**src/rtl/io_pkg.sv**
```systemverilog
// Shared constants and port decode for the Lynx I/O port block.
package io_pkg;

   localparam logic [7:0] IO_BANK   = 8'h7F;
   localparam logic [7:0] IO_VCTL   = 8'h80;
   localparam logic [7:0] IO_DAC    = 8'h84;
   localparam logic [7:0] IO_CRTC_A = 8'h86;
   localparam logic [7:0] IO_CRTC_D = 8'h87;

   localparam logic [7:0] BANK_RST   = 8'h00;
   localparam logic [7:0] VCTL_RST   = 8'h00;
   localparam logic [5:0] DAC_RST    = 6'h20;
   localparam logic [7:0] RD_DEFAULT = 8'hFF;

   typedef enum logic [2:0] {
      P_NONE,
      P_BANK,
      P_VCTL,
      P_DAC,
      P_CRTC
   } port_e;

   // Both CRTC ports map to P_CRTC; a[0] picks address vs data.
   function automatic port_e decode(input logic [7:0] adr);
      port_e p;
      p = P_NONE;
      case (adr)
         IO_BANK:   p = P_BANK;
         IO_VCTL:   p = P_VCTL;
         IO_DAC:    p = P_DAC;
         IO_CRTC_A: p = P_CRTC;
         IO_CRTC_D: p = P_CRTC;
         default:   p = P_NONE;
      endcase
      return p;
   endfunction

endpackage

```
**src/rtl/io_strobe.sv**
```systemverilog
// ne-qualified bus sampler: one write-event pulse per I/O write cycle,
// plus a read-active level.
module io_strobe
   import io_pkg::*;
(
   input  logic clock,
   input  logic reset,
   input  logic ne,
   input  logic iorq,
   input  logic rd,
   input  logic wr,
   output logic wr_evt,
   output logic rd_act
);

   logic prev_iorq_q, prev_rd_q, prev_wr_q;
   logic wr_now, wr_prev;
   logic unused_prev_rd;

   always_ff @(posedge clock or negedge reset) begin
      if (!reset) begin
         prev_iorq_q <= 1'b1;
         prev_rd_q   <= 1'b1;
         prev_wr_q   <= 1'b1;
      end else if (ne) begin
         prev_iorq_q <= iorq;
         prev_rd_q   <= rd;
         prev_wr_q   <= wr;
      end
   end

   assign wr_now  = ~iorq & ~wr;
   assign wr_prev = ~prev_iorq_q & ~prev_wr_q;
   assign wr_evt  = ne & wr_now & ~wr_prev;
   assign rd_act  = ne & ~iorq & ~rd;

   // Reads are level-qualified, so the sampled rd is kept but not needed.
   assign unused_prev_rd = prev_rd_q;

endmodule

```
**src/rtl/io_ports.sv**
```systemverilog
// Lynx I/O ports: bank/vctl/dac/CRTC writes and keyboard/CRTC read mux.
// Define IO_CRTC_READ_EN to return crtc_d on reads of port 0x87.
module io_ports
   import io_pkg::*;
(
   input  logic        clock,
   input  logic        reset,
   input  logic        ne,
   input  logic        iorq,
   input  logic        rd,
   input  logic        wr,
   input  logic [15:0] a,
   input  logic [7:0]  d,
   output logic [7:0]  q,
   output logic [7:0]  bank,
   output logic [7:0]  vctl,
   output logic [5:0]  dac,
   output logic [3:0]  krow,
   input  logic [7:0]  kcol,
   output logic        crtc_rs,
   output logic        crtc_we,
   output logic [7:0]  crtc_dq,
   input  logic [7:0]  crtc_d
);

   logic       wr_evt, rd_act;
   port_e      sel;
   logic [7:0] rdata;
   logic       unused_in;

   logic [7:0] bank_q, bank_d, vctl_q, vctl_d;
   logic [5:0] dac_q, dac_d;
   logic [7:0] q_q, q_d, crtc_dq_q, crtc_dq_d;
   logic       crtc_rs_q, crtc_rs_d, crtc_we_q, crtc_we_d;

   io_strobe u_strobe (
      .clock  (clock),
      .reset  (reset),
      .ne     (ne),
      .iorq   (iorq),
      .rd     (rd),
      .wr     (wr),
      .wr_evt (wr_evt),
      .rd_act (rd_act)
   );

   assign sel = decode(a[7:0]);

   always_comb begin
      rdata = RD_DEFAULT;
      case (sel)
         P_VCTL: rdata = kcol;
`ifdef IO_CRTC_READ_EN
         P_CRTC: if (a[0]) rdata = crtc_d;
`endif
         default: rdata = RD_DEFAULT;
      endcase
   end

   always_comb begin
      bank_d    = bank_q;
      vctl_d    = vctl_q;
      dac_d     = dac_q;
      crtc_dq_d = crtc_dq_q;
      crtc_rs_d = crtc_rs_q;
      crtc_we_d = 1'b0;
      q_d       = rd_act ? rdata : q_q;
      if (wr_evt) begin
         case (sel)
            P_BANK: bank_d = d;
            P_VCTL: vctl_d = d;
            P_DAC:  dac_d  = d[5:0];
            P_CRTC: begin
               crtc_dq_d = d;
               crtc_rs_d = a[0];
               crtc_we_d = 1'b1;
            end
            default: ;
         endcase
      end
   end

   always_ff @(posedge clock or negedge reset) begin
      if (!reset) begin
         bank_q    <= BANK_RST;
         vctl_q    <= VCTL_RST;
         dac_q     <= DAC_RST;
         q_q       <= RD_DEFAULT;
         crtc_dq_q <= 8'h00;
         crtc_rs_q <= 1'b0;
         crtc_we_q <= 1'b0;
      end else begin
         bank_q    <= bank_d;
         vctl_q    <= vctl_d;
         dac_q     <= dac_d;
         q_q       <= q_d;
         crtc_dq_q <= crtc_dq_d;
         crtc_rs_q <= crtc_rs_d;
         crtc_we_q <= crtc_we_d;
      end
   end

   assign krow    = a[11:8];
   assign q       = q_q;
   assign bank    = bank_q;
   assign vctl    = vctl_q;
   assign dac     = dac_q;
   assign crtc_dq = crtc_dq_q;
   assign crtc_rs = crtc_rs_q;
   assign crtc_we = crtc_we_q;

`ifdef IO_CRTC_READ_EN
   assign unused_in = ^a[15:12];
`else
   assign unused_in = ^{a[15:12], crtc_d};
`endif

endmodule
```
**config.mk**
```make
export PLATFORM = sky130hd
export DESIGN_NAME = io_ports
export DESIGN_NICKNAME = d
export VERILOG_FILES = /design/src/rtl/io_pkg.sv /design/src/rtl/io_strobe.sv /design/src/rtl/io_ports.sv
export SDC_FILE = /design/constraint.sdc
export NUM_CORES = 1
export LEC_CHECK = 0
export BUFFER_PORTS_ARGS = -buffer_cell sky130_fd_sc_hd__buf_2
export CORE_UTILIZATION = 30
export DETAILED_ROUTE_END_ITERATION = 6
export SLEW_MARGIN = 40
export SYNTH_ARGS = -nofsm -noshare
export SYNTH_HDL_FRONTEND = slang
export SYNTH_SLANG_ARGS = --single-unit
```
**constraint.sdc**
```tcl
create_clock -name clock -period 2.8 [get_ports clock]
set_input_delay 0.14 -clock clock [delete_from_list [all_inputs] [get_ports clock]]
set_output_delay 0.14 -clock clock [all_outputs]
set_load 0.03 [all_outputs]
```
Word level (Yosys, flattened, before mapping)
Index checks and enable logic that the tools add are counted.

Bits in registers: 42. Output and inout bits: 44.

Bitwise operators: 12. Reductions and logical operators: 5. Muxes and demuxes: 4. Equal/unequal tests: 9.

Operators by type and width (number): == test 8 bit, second input constant (4); one-hot mux 3 bit (4 select lines) (1); == test 8 x 7 -> 1 bit, second input constant (1); 2-to-1 mux 8 bit (1); AND reduction 2 bit (4); bitwise AND 1 bit (6); == test 3 x 2 -> 1 bit, second input constant (2); inverter 1 bit (6); == test 3 x 1 -> 1 bit, second input constant (1); == test 3 bit, second input constant (1); 2-to-1 mux 1 bit (2); OR reduction 2 bit (1).

Logic depth before layout (Yosys ltp)
Depth in word-level cells: 6. Gate-level depth with buffers: 6. Depth with buffers taken out: 4.

Cells and area by module
Synthesis repeated with hierarchy kept, for this count alone.

Cell total of the unflattened synthesis: 122. Area, all modules: 1742.9 sq um.

Modules (own cells, without submodules): io_ports (area an instance 1649.1 sq um, times used 1, cells an instance 114, seq. area each 1012.2 sq um); io_strobe (area an instance 93.8 sq um, times used 1, cells an instance 8, seq. area each 52.6 sq um).

Worst setup path after synthesis
No wires, ideal clock.

Path kind: in2reg. Start: in a[5]. End: reg vctl_q[0] (netlist: vctl[0]). Arrival: 1.999 ns. Buffers on the path: 2. Path slack: 0.676 ns. Library setup time: 0.125 ns. Stages: 6. Cell sequence: or3b_2 > or3_1 > buf_2 > or4_1 > buf_6 > mux2_4.

Cells in the longest elaborated chain, start to end: 5.

RTL lines: from (decl) (RTL line io_ports.sv:12) `input logic [15:0] a,`; == test 8 bit (RTL line io_pkg.sv:27) `case (adr)`; OR reduction 2 bit (no source line); one-hot mux 3 bit (4 select lines) (*) (RTL line io_pkg.sv:27); == test 3 x 2 -> 1 bit (*) (RTL line io_ports.sv:69) `case (sel)`; AND reduction 2 bit (no source line) (*); to (signal assigned) (RTL line io_ports.sv:94) `vctl_q <= vctl_d;`; to (decl) (RTL line io_ports.sv:31) `logic [7:0] bank_q, bank_d, vctl_q, vctl_d;`.

Mark *: on every way between the ends. The rest lies on a longest branch, timed or not. A chain may end at the register's enable or synchronous reset.

Worst setup path in the final report
Start: reg u_strobe.prev_iorq_q. End: reg bank_q[6] (netlist: bank[6]).

Cells in the longest elaborated chain, start to end: 5.

RTL lines: from (decl) (RTL line io_strobe.sv:16) `logic prev_iorq_q, prev_rd_q, prev_wr_q;`; from (signal assigned) (RTL line io_strobe.sv:26) `prev_iorq_q <= iorq;`; inverter 1 bit (RTL line io_strobe.sv:33) `assign wr_prev = ~prev_iorq_q & ~prev_wr_q;`; bitwise AND 1 bit (RTL line io_strobe.sv:33); inverter 1 bit (RTL line io_strobe.sv:34) `assign wr_evt = ne & wr_now & ~wr_prev;`; bitwise AND 1 bit (RTL line io_strobe.sv:34); AND reduction 2 bit (no source line); to (signal assigned) (RTL line io_ports.sv:93) `bank_q <= bank_d;`; to (decl) (RTL line io_ports.sv:31).

No other way between the ends.

==> flow_metrics.py <==
metrics = {
    "run_status": {
        "run_status": "completed",
    },
    "critical_path": {
        "rrSetupSlack_ns": 0.58,
        "cp-end-kind": "flop",
        "cp_max_fo": 8,
        "crit_arrival_ns": 2.39,
        "crit_required_ns": 2.97,
        "crit_slowest_cell": "or3_1",
        "cp-start-kind": "flop",
        "slowest_delay_ns": 0.62,
        "cp_cell_sequence": "nor2_1, or4_1, or3_1, mux2_2",
        "worstSetupPathType": "flop to flop",
    },
    "layout": {
        "nFillCells": 545,
        "final_area_um2": 2260,
        "drive_gt1_frac": 0.656,
        "n_antenna_cell": 0,
        "final_common_cell": "buf_2",
        "nNetsFinal": 240,
        "final_cell_mix": "68 x buf_2, 31 x dfrtp_1, 25 x mux2_2, 17 x nor2_1, 11 x dfstp_2",
        "area_delta_synth_final_pct": 30.2,
    },
    "detailed_routing": {
        "firstDrtPassIters": 2,
        "wl_mm": 3.75,
        "wire_per_inst_um": 14.0,
        "vias": 1182,
        "dr.first_iter.drc_count": 47,
        "ant_nets": 0,
        "drt-vias-per-instance": 4.43,
        "drc": 0,
    },
    "die": {
        "die_y_um": 78.1,
        "io_pins": 90,
        "initial_core_util": 0.314,
        "core_um2": 5540,
        "die_w_um": 78.1,
        "die_area_um2": 6110,
        "rows": 27,
    },
    "timing": {
        "worstMarginPinSlew_ns": 0.559,
        "setup_viol": 0,
        "fmaxAchievable_ghz": 0.451,
        "slew_headroom": 0.627,
        "maxSlewViolCount": 0,
        "final.min_clock_period_ns": 2.22,
        "period_share": 0.791,
        "grt_setup_unrepaired": "false",
        "timing.final.hold_violations": 0,
        "finalSetupTns_ns": 0,
        "worst_clock_skew_ns": 0.00413,
    },
    "global_route": {
        "grt_pass1_wl_mm": 6.22,
        "grt_overflow": 0,
        "antenna_found_initial": 0,
        "met3_usage": 0.0535,
        "grt.total_usage": 0.135,
        "globalRouteMet2Util": 0.209,
        "grt_start_max_net_pins": 43,
        "busiest_layer": "met2",
        "grt_pass1_vias": 1233,
        "met1_usage": 0.170,
    },
    "yosys": {
        "synth_top_cell_by_area": "dfrtp_1",
        "yosysSeqAreaShare": 0.612,
        "synth.distinct_cells": 20,
        "synthesis.area_um2": 1740,
        "ys_warn_count": 0,
        "netlist_instances": 122,
        "synth_area_leaders": "dfrtp_1 45%, dfstp_2 17%, mux2_2 16%, mux2_4 6.9%, nor2_1 3.9%",
        "synth_nets": 168,
        "synth_top_area_share": 0.446,
        "ys_ff_latch": 42,
        "avgSynthCellArea_um2": 14.3,
    },
    "clock_network": {
        "clock_tree.root_cell": "clkbuf_8",
        "cts_buffers": 5,
        "clock_latency_ns": 0.29,
        "clk_path_buf_depth": 2,
        "cts_tree": "done",
        "cts.sinks": 42,
        "clk_pin_slew_ns": 0.07,
        "h-tree-depth": 2,
    },
    "worst_hold_path": {
        "hp-class": "input pin to flop",
    },
    "place": {
        "gp_congestion": 0.659,
        "hpwl_mm": 2.66,
        "postPlaceCellArea_um2": 2150,
        "placement.io_buffers": 69,
    },
    "flow_run": {
        "drv_cap": 0,
    },
    "pwr": {
        "pwr_density_cell_nw_per_um2": 517,
        "p_leak_nw": 1.21,
        "peakVddDrop_uv": 296,
    },
}
[state kept, by name, summed over array words and instances (netlist names), 6 cells and up]
| name | flops |
|---|---|
| q | 8 |
| crtc_dq | 8 |
| bank | 8 |
| vctl | 8 |
| dac | 6 |
[layer usage]
metal	routed length, um	part of all wire
met5	0	0
met4	34	0.0091
met3	336	0.090
met2	1630	0.43
met1	1750	0.47
[critical path, delay by kind of cell, from the launching register on]
family	cells	cell delay, ns
AND/OR/NAND/NOR	3	1.21
multiplexers	1	0.36
flip-flops	1	0.53
[cell families after synthesis]
kind of cell | share of synthesized area
flops | 0.612
simple gates | 0.103
compound gates | 0.0230
buf+inv | 0.0309
mux | 0.231
[path summary, 6_finish.rpt]
path / start / end / cells after the start
max in group asynchronous: reset / q[5]$_DFFE_PN1P_ / 2
hold reg to reg: bank[2]$_DFFE_PN0P_ / bank[2]$_DFFE_PN0P_ / 1
setup reg to reg: u_strobe.prev_iorq_q$_DFFE_PN1P_ / bank[6]$_DFFE_PN0P_ / 4
setup / recovery: u_strobe.prev_iorq_q$_DFFE_PN1P_ / bank[6]$_DFFE_PN0P_ / 4
hold / removal: iorq / u_strobe.prev_iorq_q$_DFFE_PN1P_ / 2
min in group asynchronous: reset / crtc_we$_DFF_PN0_ / 2
[metrics by stage]
step | power, mW | hold WS, ns | utilization | setup WS (ns) | std cells
3_3_place_gp | 0.720 | 0.280 | 0.387 | 0.432 | 258
4_1_cts | 1.19 | 0.0912 | 0.408 | 0.541 | 267
3_5_place_dp | 0.721 | 0.165 | 0.387 | 0.420 | 258
5_1_grt | 1.23 | 0.0894 | 0.409 | 0.475 | 267
2_1_floorplan | 0.681 | -0.156 | - | 0.676 | 122
6_report | 1.17 | 0.0996 | 0.409 | 0.584 | 267
[cells in the mapped netlist]
| master | number |
|---|---|
| a21oi_1 | 8 |
| buf_2 | 1 |
| buf_4 | 4 |
| buf_6 | 1 |
| clkbuf_1 | 2 |
| dfrtp_1 | 31 |
| dfstp_2 | 11 |
| mux2_2 | 25 |
| mux2_4 | 8 |
| nand2_1 | 2 |
| nand2b_1 | 1 |
| nand4b_1 | 1 |
| nor2_1 | 18 |
| nor3_2 | 1 |
| nor4_4 | 1 |
| or3_1 | 2 |
| or3b_2 | 1 |
| or4_1 | 2 |
| or4_4 | 1 |
| or4b_2 | 1 |
[timing repair]
item                                   4_1_cts  5_1_grt
hold buffers                                 1        0
setup buffers                                0        0
endpoints found under the hold margin       31        0
gates resized for setup                      0        0
[power breakdown]
part / leakage, nW / total [mW] / internal [mW] / switching (mW)
sequential: 0.547 / 0.625 / 0.620 / 0.00476
combinational: 0.609 / 0.0847 / 0.0333 / 0.0515
clock: 0.0524 / 0.460 / 0.267 / 0.194
total: 1.21 / 1.17 / 0.920 / 0.250
[layout make-up]
type                       count  area, um2  area share
sequential                    42       1060       0.470
multi-input combinational     72        623       0.275
timing repair buffer          73        380       0.168
tap                           72       90.1      0.0398
clock buffer                   7       76.3      0.0337
clock inverter                 1       30.0      0.0133
No activity file was read; power rests on OpenSTA's default activity.
